[src/rtl/cae_disp_pkg.sv]
// Shared types and constants for the Convey dispatch controller:
// FSM state encoding, exception bit positions and AEG index helpers.
package cae_disp_pkg;

    localparam int AEG_IDX_W     = 18;
    localparam int DATA_W        = 64;
    localparam int EXC_W         = 16;
    localparam int RES_IDX_W     = 8;

    localparam int EXC_UNIMPL    = 0;
    localparam int EXC_AEG_RANGE = 1;
    localparam int EXC_BUSY      = 2;

    typedef enum logic [1:0] {
        ST_IDLE  = 2'd0,
        ST_START = 2'd1,
        ST_BUSY  = 2'd2,
        ST_DONE  = 2'd3
    } disp_state_e;

    function automatic logic aeg_in_range(input logic [AEG_IDX_W-1:0] idx, input int num_aeg);
        return (idx < AEG_IDX_W'(num_aeg));
    endfunction

endpackage

[src/rtl/cae_aeg_file.sv]
// AEG register file: NUM_AEG x 64-bit registers with three prioritised write
// ports (counter, dispatch, core result), one registered read port, flat view.
module cae_aeg_file
    import cae_disp_pkg::*;
#(
    parameter int NUM_AEG = 16
)
(
    input  logic                      clk,
    input  logic                      rst,
    input  logic                      cnt_wr_en,
    input  logic [DATA_W-1:0]         cnt_wr_data,
    input  logic                      dsp_wr_en,
    input  logic [AEG_IDX_W-1:0]      dsp_wr_idx,
    input  logic [DATA_W-1:0]         dsp_wr_data,
    input  logic                      res_wr_en,
    input  logic [RES_IDX_W-1:0]      res_wr_idx,
    input  logic [DATA_W-1:0]         res_wr_data,
    input  logic                      rd_en,
    input  logic [AEG_IDX_W-1:0]      rd_idx,
    output logic                      rd_vld,
    output logic [DATA_W-1:0]         rd_data,
    output logic [NUM_AEG*DATA_W-1:0] core_aeg
);

    localparam int SEL_W = (NUM_AEG > 1) ? $clog2(NUM_AEG) : 1;

    logic [DATA_W-1:0] aeg_r [NUM_AEG];
    logic              dsp_ok_s;
    logic              res_ok_s;
    logic              rd_ok_s;

    // Qualify each access with its index range; out-of-range accesses do nothing.
    always_comb begin
        dsp_ok_s = dsp_wr_en && aeg_in_range(dsp_wr_idx, NUM_AEG);
        res_ok_s = res_wr_en && ({1'b0, res_wr_idx} < 9'(NUM_AEG));
        rd_ok_s  = rd_en && aeg_in_range(rd_idx, NUM_AEG);
    end

    // Register writes; the counter owns the last AEG in its cycle, then dispatch, then result.
    always_ff @(posedge clk or posedge rst) begin
        if (rst) begin
            for (int i = 0; i < NUM_AEG; i++) begin
                aeg_r[i] <= 64'h0;
            end
        end else begin
            for (int i = 0; i < NUM_AEG; i++) begin
                if (cnt_wr_en && (i == NUM_AEG - 1)) begin
                    aeg_r[i] <= cnt_wr_data;
                end else if (dsp_ok_s && (dsp_wr_idx == AEG_IDX_W'(i))) begin
                    aeg_r[i] <= dsp_wr_data;
                end else if (res_ok_s && (res_wr_idx == RES_IDX_W'(i))) begin
                    aeg_r[i] <= res_wr_data;
                end
            end
        end
    end

    // Read port samples the pre-write contents, so a same-cycle write is not seen.
    always_ff @(posedge clk or posedge rst) begin
        if (rst) begin
            rd_vld  <= 1'b0;
            rd_data <= 64'h0;
        end else begin
            rd_vld <= rd_en;
            if (rd_ok_s) begin
                rd_data <= aeg_r[rd_idx[SEL_W-1:0]];
            end else begin
                rd_data <= 64'h0;
            end
        end
    end

    // Flatten the register array for the cores, AEG0 in the least significant word.
    always_comb begin
        for (int i = 0; i < NUM_AEG; i++) begin
            core_aeg[i*DATA_W +: DATA_W] = aeg_r[i];
        end
    end

endmodule

[src/rtl/cae_disp_ctrl.sv]
// Dispatch controller: decodes dispatched instructions, launches the cores,
// tracks their completion, reports exceptions and times each run.
module cae_disp_ctrl
    import cae_disp_pkg::*;
#(
    parameter int NUM_AEG    = 16,
    parameter int NUM_CORES  = 4,
    parameter int START_INST = 0
)
(
    input  logic                      clk,
    input  logic                      i_reset,
    input  logic                      disp_inst_vld,
    input  logic [4:0]                disp_inst,
    input  logic [AEG_IDX_W-1:0]      disp_aeg_idx,
    input  logic                      disp_aeg_rd,
    input  logic                      disp_aeg_wr,
    input  logic [DATA_W-1:0]         disp_aeg_wr_data,
    output logic [AEG_IDX_W-1:0]      disp_aeg_cnt,
    output logic [EXC_W-1:0]          disp_exception,
    output logic                      disp_idle,
    output logic                      disp_stall,
    output logic                      disp_rtn_data_vld,
    output logic [DATA_W-1:0]         disp_rtn_data,
    output logic [NUM_CORES-1:0]      core_start,
    input  logic [NUM_CORES-1:0]      core_done,
    output logic [NUM_AEG*DATA_W-1:0] core_aeg,
    input  logic                      res_wr_vld,
    input  logic [RES_IDX_W-1:0]      res_wr_idx,
    input  logic [DATA_W-1:0]         res_wr_data
);

    localparam logic [NUM_CORES-1:0] ALL_CORES = {NUM_CORES{1'b1}};
    localparam logic [NUM_CORES-1:0] NO_CORES  = {NUM_CORES{1'b0}};

    disp_state_e          state_r;
    logic [NUM_CORES-1:0] done_mask_r;
    logic [NUM_CORES-1:0] core_start_r;
    logic [DATA_W-1:0]    cycle_cnt_r;
    logic [EXC_W-1:0]     exc_r;

    logic                 is_start_s;
    logic                 all_done_s;
    logic                 cnt_wr_s;
    logic [EXC_W-1:0]     exc_nxt_s;

    // Instruction decode, completion detect and next exception vector.
    always_comb begin
        is_start_s = (disp_inst == 5'(START_INST));
        all_done_s = ((done_mask_r | core_done) == ALL_CORES);
        cnt_wr_s   = (state_r == ST_DONE);

        exc_nxt_s                = 16'h0;
        exc_nxt_s[EXC_UNIMPL]    = disp_inst_vld && (state_r == ST_IDLE) && !is_start_s;
        exc_nxt_s[EXC_AEG_RANGE] = (disp_aeg_rd || disp_aeg_wr) && !aeg_in_range(disp_aeg_idx, NUM_AEG);
        exc_nxt_s[EXC_BUSY]      = disp_inst_vld && (state_r != ST_IDLE);
    end

    // Control FSM with the start pulse, done mask, cycle counter and exception register.
    always_ff @(posedge clk or posedge i_reset) begin
        if (i_reset) begin
            state_r      <= ST_IDLE;
            done_mask_r  <= NO_CORES;
            core_start_r <= NO_CORES;
            cycle_cnt_r  <= 64'h0;
            exc_r        <= 16'h0;
        end else begin
            exc_r        <= exc_nxt_s;
            core_start_r <= NO_CORES;
            case (state_r)
                ST_IDLE: begin
                    if (disp_inst_vld && is_start_s) begin
                        state_r      <= ST_START;
                        done_mask_r  <= NO_CORES;
                        cycle_cnt_r  <= 64'h0;
                        core_start_r <= ALL_CORES;
                    end
                end
                ST_START: begin
                    state_r     <= ST_BUSY;
                    cycle_cnt_r <= cycle_cnt_r + 64'd1;
                end
                ST_BUSY: begin
                    cycle_cnt_r <= cycle_cnt_r + 64'd1;
                    done_mask_r <= done_mask_r | core_done;
                    if (all_done_s) begin
                        state_r <= ST_DONE;
                    end
                end
                ST_DONE: begin
                    state_r <= ST_IDLE;
                end
                default: begin
                    state_r <= ST_IDLE;
                end
            endcase
        end
    end

    cae_aeg_file #(
        .NUM_AEG (NUM_AEG)
    ) u_aeg_file (
        .clk         (clk),
        .rst         (i_reset),
        .cnt_wr_en   (cnt_wr_s),
        .cnt_wr_data (cycle_cnt_r),
        .dsp_wr_en   (disp_aeg_wr),
        .dsp_wr_idx  (disp_aeg_idx),
        .dsp_wr_data (disp_aeg_wr_data),
        .res_wr_en   (res_wr_vld),
        .res_wr_idx  (res_wr_idx),
        .res_wr_data (res_wr_data),
        .rd_en       (disp_aeg_rd),
        .rd_idx      (disp_aeg_idx),
        .rd_vld      (disp_rtn_data_vld),
        .rd_data     (disp_rtn_data),
        .core_aeg    (core_aeg)
    );

    assign disp_aeg_cnt   = AEG_IDX_W'(NUM_AEG);
    assign disp_idle      = (state_r == ST_IDLE);
    assign disp_stall     = (state_r != ST_IDLE);
    assign disp_exception = exc_r;
    assign core_start     = core_start_r;

endmodule

[config.mk]
export PLATFORM = sky130hd
export DESIGN_NAME = cae_disp_ctrl
export DESIGN_NICKNAME = d
export VERILOG_FILES = /design/src/rtl/cae_disp_pkg.sv /design/src/rtl/cae_aeg_file.sv /design/src/rtl/cae_disp_ctrl.sv
export SDC_FILE = /design/constraint.sdc
export NUM_CORES = 2
export LEC_CHECK = 0
export CORE_AREA = 3 3 506 508
export CTS_CLUSTER_DIAMETER = 80
export DETAILED_ROUTE_END_ITERATION = 8
export DIE_AREA = 0 0 509 511
export GPL_TIMING_DRIVEN = 0
export PLACE_DENSITY = 0.45
export SLEW_MARGIN = 20
export SYNTH_ARGS = -nofsm -noshare
export SYNTH_HDL_FRONTEND = slang
export SYNTH_SLANG_ARGS = --single-unit
[constraint.sdc]
create_clock -name clk -period 41.4 [get_ports clk]
set_input_delay 8.28 -clock clk [delete_from_list [all_inputs] [get_ports clk]]
set_output_delay 8.28 -clock clk [all_outputs]
set_load 0.02 [all_outputs]
==> metrics.md <==
| Metric | Value |
|---|---|
| Area growth, synth to finish | 36.8% |
| Hold_ws | 543 ps |
| Final Max Slew Viols | 0 |
| Mean Syn Cell Area | 10.7 um^2 |
| Commonest cells after routing, fill and taps aside | clkdlybuf4s50_1 (1199), dfrtp_1 (1163), mux2i_1 (963) |
| Post-synth EDFFs | 0 |
| Global router's overall resource usage | roughly 30% |
| Commonest non-fill, non-tap cell in the layout | clkdlybuf4s50_1 |
| Final Routed Wirelength | between 300 and 400 mm |
| Initial detailed-routing violation count | 6990 |
| CTS tree | yes |
| Total grt overflow | 0 |
| Fin crit share | 28.5% |
| Die Wd | 509 um |
| Worst r2r src | state_r[0] |
| Type of the worst setup path | input port to flip-flop |
| Synth Instances | around 5800 |
| CTS clk-pin slew, worst paths | 50 ps |
| HP Class | flip-flop to flip-flop |
| Peak VDD IR | between 40 and 50 uV |
| Worst skew pair latency | 830 ps |
| FMAX | approximately 85 MHz |
| Antenna viol nets, final | 0 |
| Data required time of the worst path | about 42000 ps |
| Initial core utilization | between 20% and 30% |
| Critical Path Source | disp_aeg_idx[6] |
| Final setup fails | 0 |
| Synth area leader | dfrtp_1 |
| Row count | about 180 |
| Max cap viols | 0 |
| Via count | approximately 58000 |
| Pwr dens | 41.3 nW/um^2 |
| Final TNS setup | 0 ps |
| Primary FF master, synth | dfrtp_1 |
| Antenna violations before repair | 65 |
| Routability congestion estimate | 0.931 |
| Post-CTS Setup Inserts | 0 |
| CTS Sinks | roughly 1200 |
| Status | complete, no violations |
| Flops & latches, synth | about 1200 |
| Max Root-Sink Buffers | 3 |
| Nets | 7354 |
| Pre-CTS setup slack | 28940 ps |
| Fin. Hold Viols | 0 |
| Leakage | 41.9 nW |
| Vias per inst | roughly 5.4 |
| Final worst-path setup slack | 29620 ps |
| End of the critical path | u_aeg_file.core_aeg[257] |
| Initial DRT Pass Iterations | 6 |
| Reg2Reg Depth | 9 |
| Final Cell Area | around 85000 um^2 |
| First-pass GRT wire length | between 500 and 600 mm |
| Hold_buf cts | 0 |
| Sequential area share after synthesis | between 40% and 50% |
| Routed len/inst | roughly 37 um |
| Skew final | ~54 ps |
| Full die area | between 200000 and 300000 um^2 |
| Async SR Flop Fraction | 100% |
| Library cells used by synthesis | 56 |
| TritonCTS buffer count | 152 |
| Proportion of layout cells with a drive suffix above 1 | approximately 12% |
| CTS resizes | 0 |
| Synth top area share | between 40% and 50% |
| I/O pins | around 1300 |
| Residual DRC count | 0 |
| Largest net degree at the start of global routing | 96 |
| Worst-margin pin slew | ~1200 ps |
| Synth Cell Area | 61800 um^2 |
| R2R Path End | cycle_cnt_r[54] |
| Die H | roughly 510 um |
| Fin crit period | between 10000 and 15000 ps |
| Critical Path Start Type | input port |
| Worst R2R Setup Slack | around 37000 ps |
| CP max FO | 10 |
| Crit path capture type | flip-flop |
| RSZ-0062 raised after global routing | false |
| DP Area | between 70000 and 80000 um^2 |
| Slew margin rel. | roughly a fifth |
| DP HPWL | 311 mm |
| CORE AREA | ~250000 um^2 |
| Synth warn | 0 |
| IO buf count | between 1000 and 1500 |
| Vias in the first global route | 56100 |
| Root Driver | clkbuf_16 |
| Critical Path AT | 12470 ps |
| CTS H-tree lvls | 4 |
| Largest cells by area after synthesis | dfrtp_1 (47%), mux2i_1 (16%), mux4_2 (12%), a21oi_1 (6.1%), nor2_1 (5.3%) |
layer usage:
| layer | global-route usage (%) | wire length [um] |
|---|---|---|
| met3 | 7.88 | 37700 |
| met2 | 46.8 | 183000 |
| met5 | 0 | 166 |
| met4 | 12.3 | 18200 |
| met1 | 38.2 | 159000 |
worst min-delay path by stage:
stage / to / slack [ps] / startpoint / cells past startpoint
2_1_floorplan: u_aeg_file.core_aeg[1023] / 470 / cycle_cnt_r[63] / 2
3_3_place_gp: done_mask_r[1] / 530 / done_mask_r[1] / 2
3_5_place_dp: done_mask_r[1] / 540 / done_mask_r[1] / 2
4_1_cts: done_mask_r[0] / 550 / done_mask_r[0] / 2
5_1_grt: done_mask_r[1] / 580 / done_mask_r[1] / 2
6_report: done_mask_r[0] / 540 / done_mask_r[0] / 2
metrics by stage:
stage	util [%]	power (mW)	instances
finish	33.6	3.49	10700
global placement	31.0	2.10	10300
global route	33.6	3.59	10700
floorplan	-	1.69	5781
detailed placement	31.5	2.11	10400
CTS	33.5	3.50	10600
where the power goes:
group	switching (mW)	internal, mW
Combinational	0.413	0.305
Clock	0.580	0.813
Sequential	0.154	1.22
cells by family (layout without fill, tap and decap cells):
group / after synthesis / after routing / synth area share [%]
compound gates: 1118 / 1118 / 9.31
xor+xnor: 19 / 19 / 0.269
fa+ha+maj: 4 / 4 / 0.0810
buf+inv: 681 / 2200 / 4.67
flops: 1163 / 1163 / 47.1
mux: 1348 / 1348 / 28.8
other cells: 2 / 69 / 0.0122
simple gates: 1417 / 1417 / 9.74
Yosys cell counts, types with 7 or more instances:
cell type,instances
buf_1,57
or4_1,17
xnor2_1,11
o21ai_0,229
buf_2,121
buf_4,35
nor3_1,8
nand2_1,311
or3_1,23
o22ai_1,64
and3_1,74
nand3_1,24
mux4_2,320
a21oi_1,748
nor4_1,11
mux2i_1,963
nor2b_1,7
o31ai_1,14
mux2_4,60
dfrtp_1,1163
o21ai_1,52
nand4_1,29
nor2_1,871
inv_1,11
clkbuf_1,450
xor2_1,8
critical path: stages:
cell             delay, ps
clkdlybuf4s50_1        430
nor4_1                 250
and4_1                 360
buf_2                  260
and4b_1                370
buf_2                  780
clkbuf_1               930
clkbuf_1               570
nand2_1                100
o21ai_0                100
flip-flops by register name, indices dropped and copies added, names as in the netlist:
| signal | flops |
|---|---|
| core_start | 1 |
| cycle_cnt_r | 64 |
| disp_exception | 3 |
| done_mask_r | 4 |
| state_r | 2 |
| u_aeg_file.core_aeg | 1024 |
| u_aeg_file.rd_data | 64 |
| u_aeg_file.rd_vld | 1 |
layout make-up:
type,count,area [um^2]
Clock inverter,54,669
Inverter,12,52.6
Antenna cell,38,95.1
Clock buffer,219,4480
Multi-Input combinational cell,3937,29900
Fill cell,25500,167000
Buffer,669,2920
Tap cell,3348,4190
Timing Repair Buffer,1246,13000
Sequential cell,1163,29100
(Power assumes the default switching activity.)
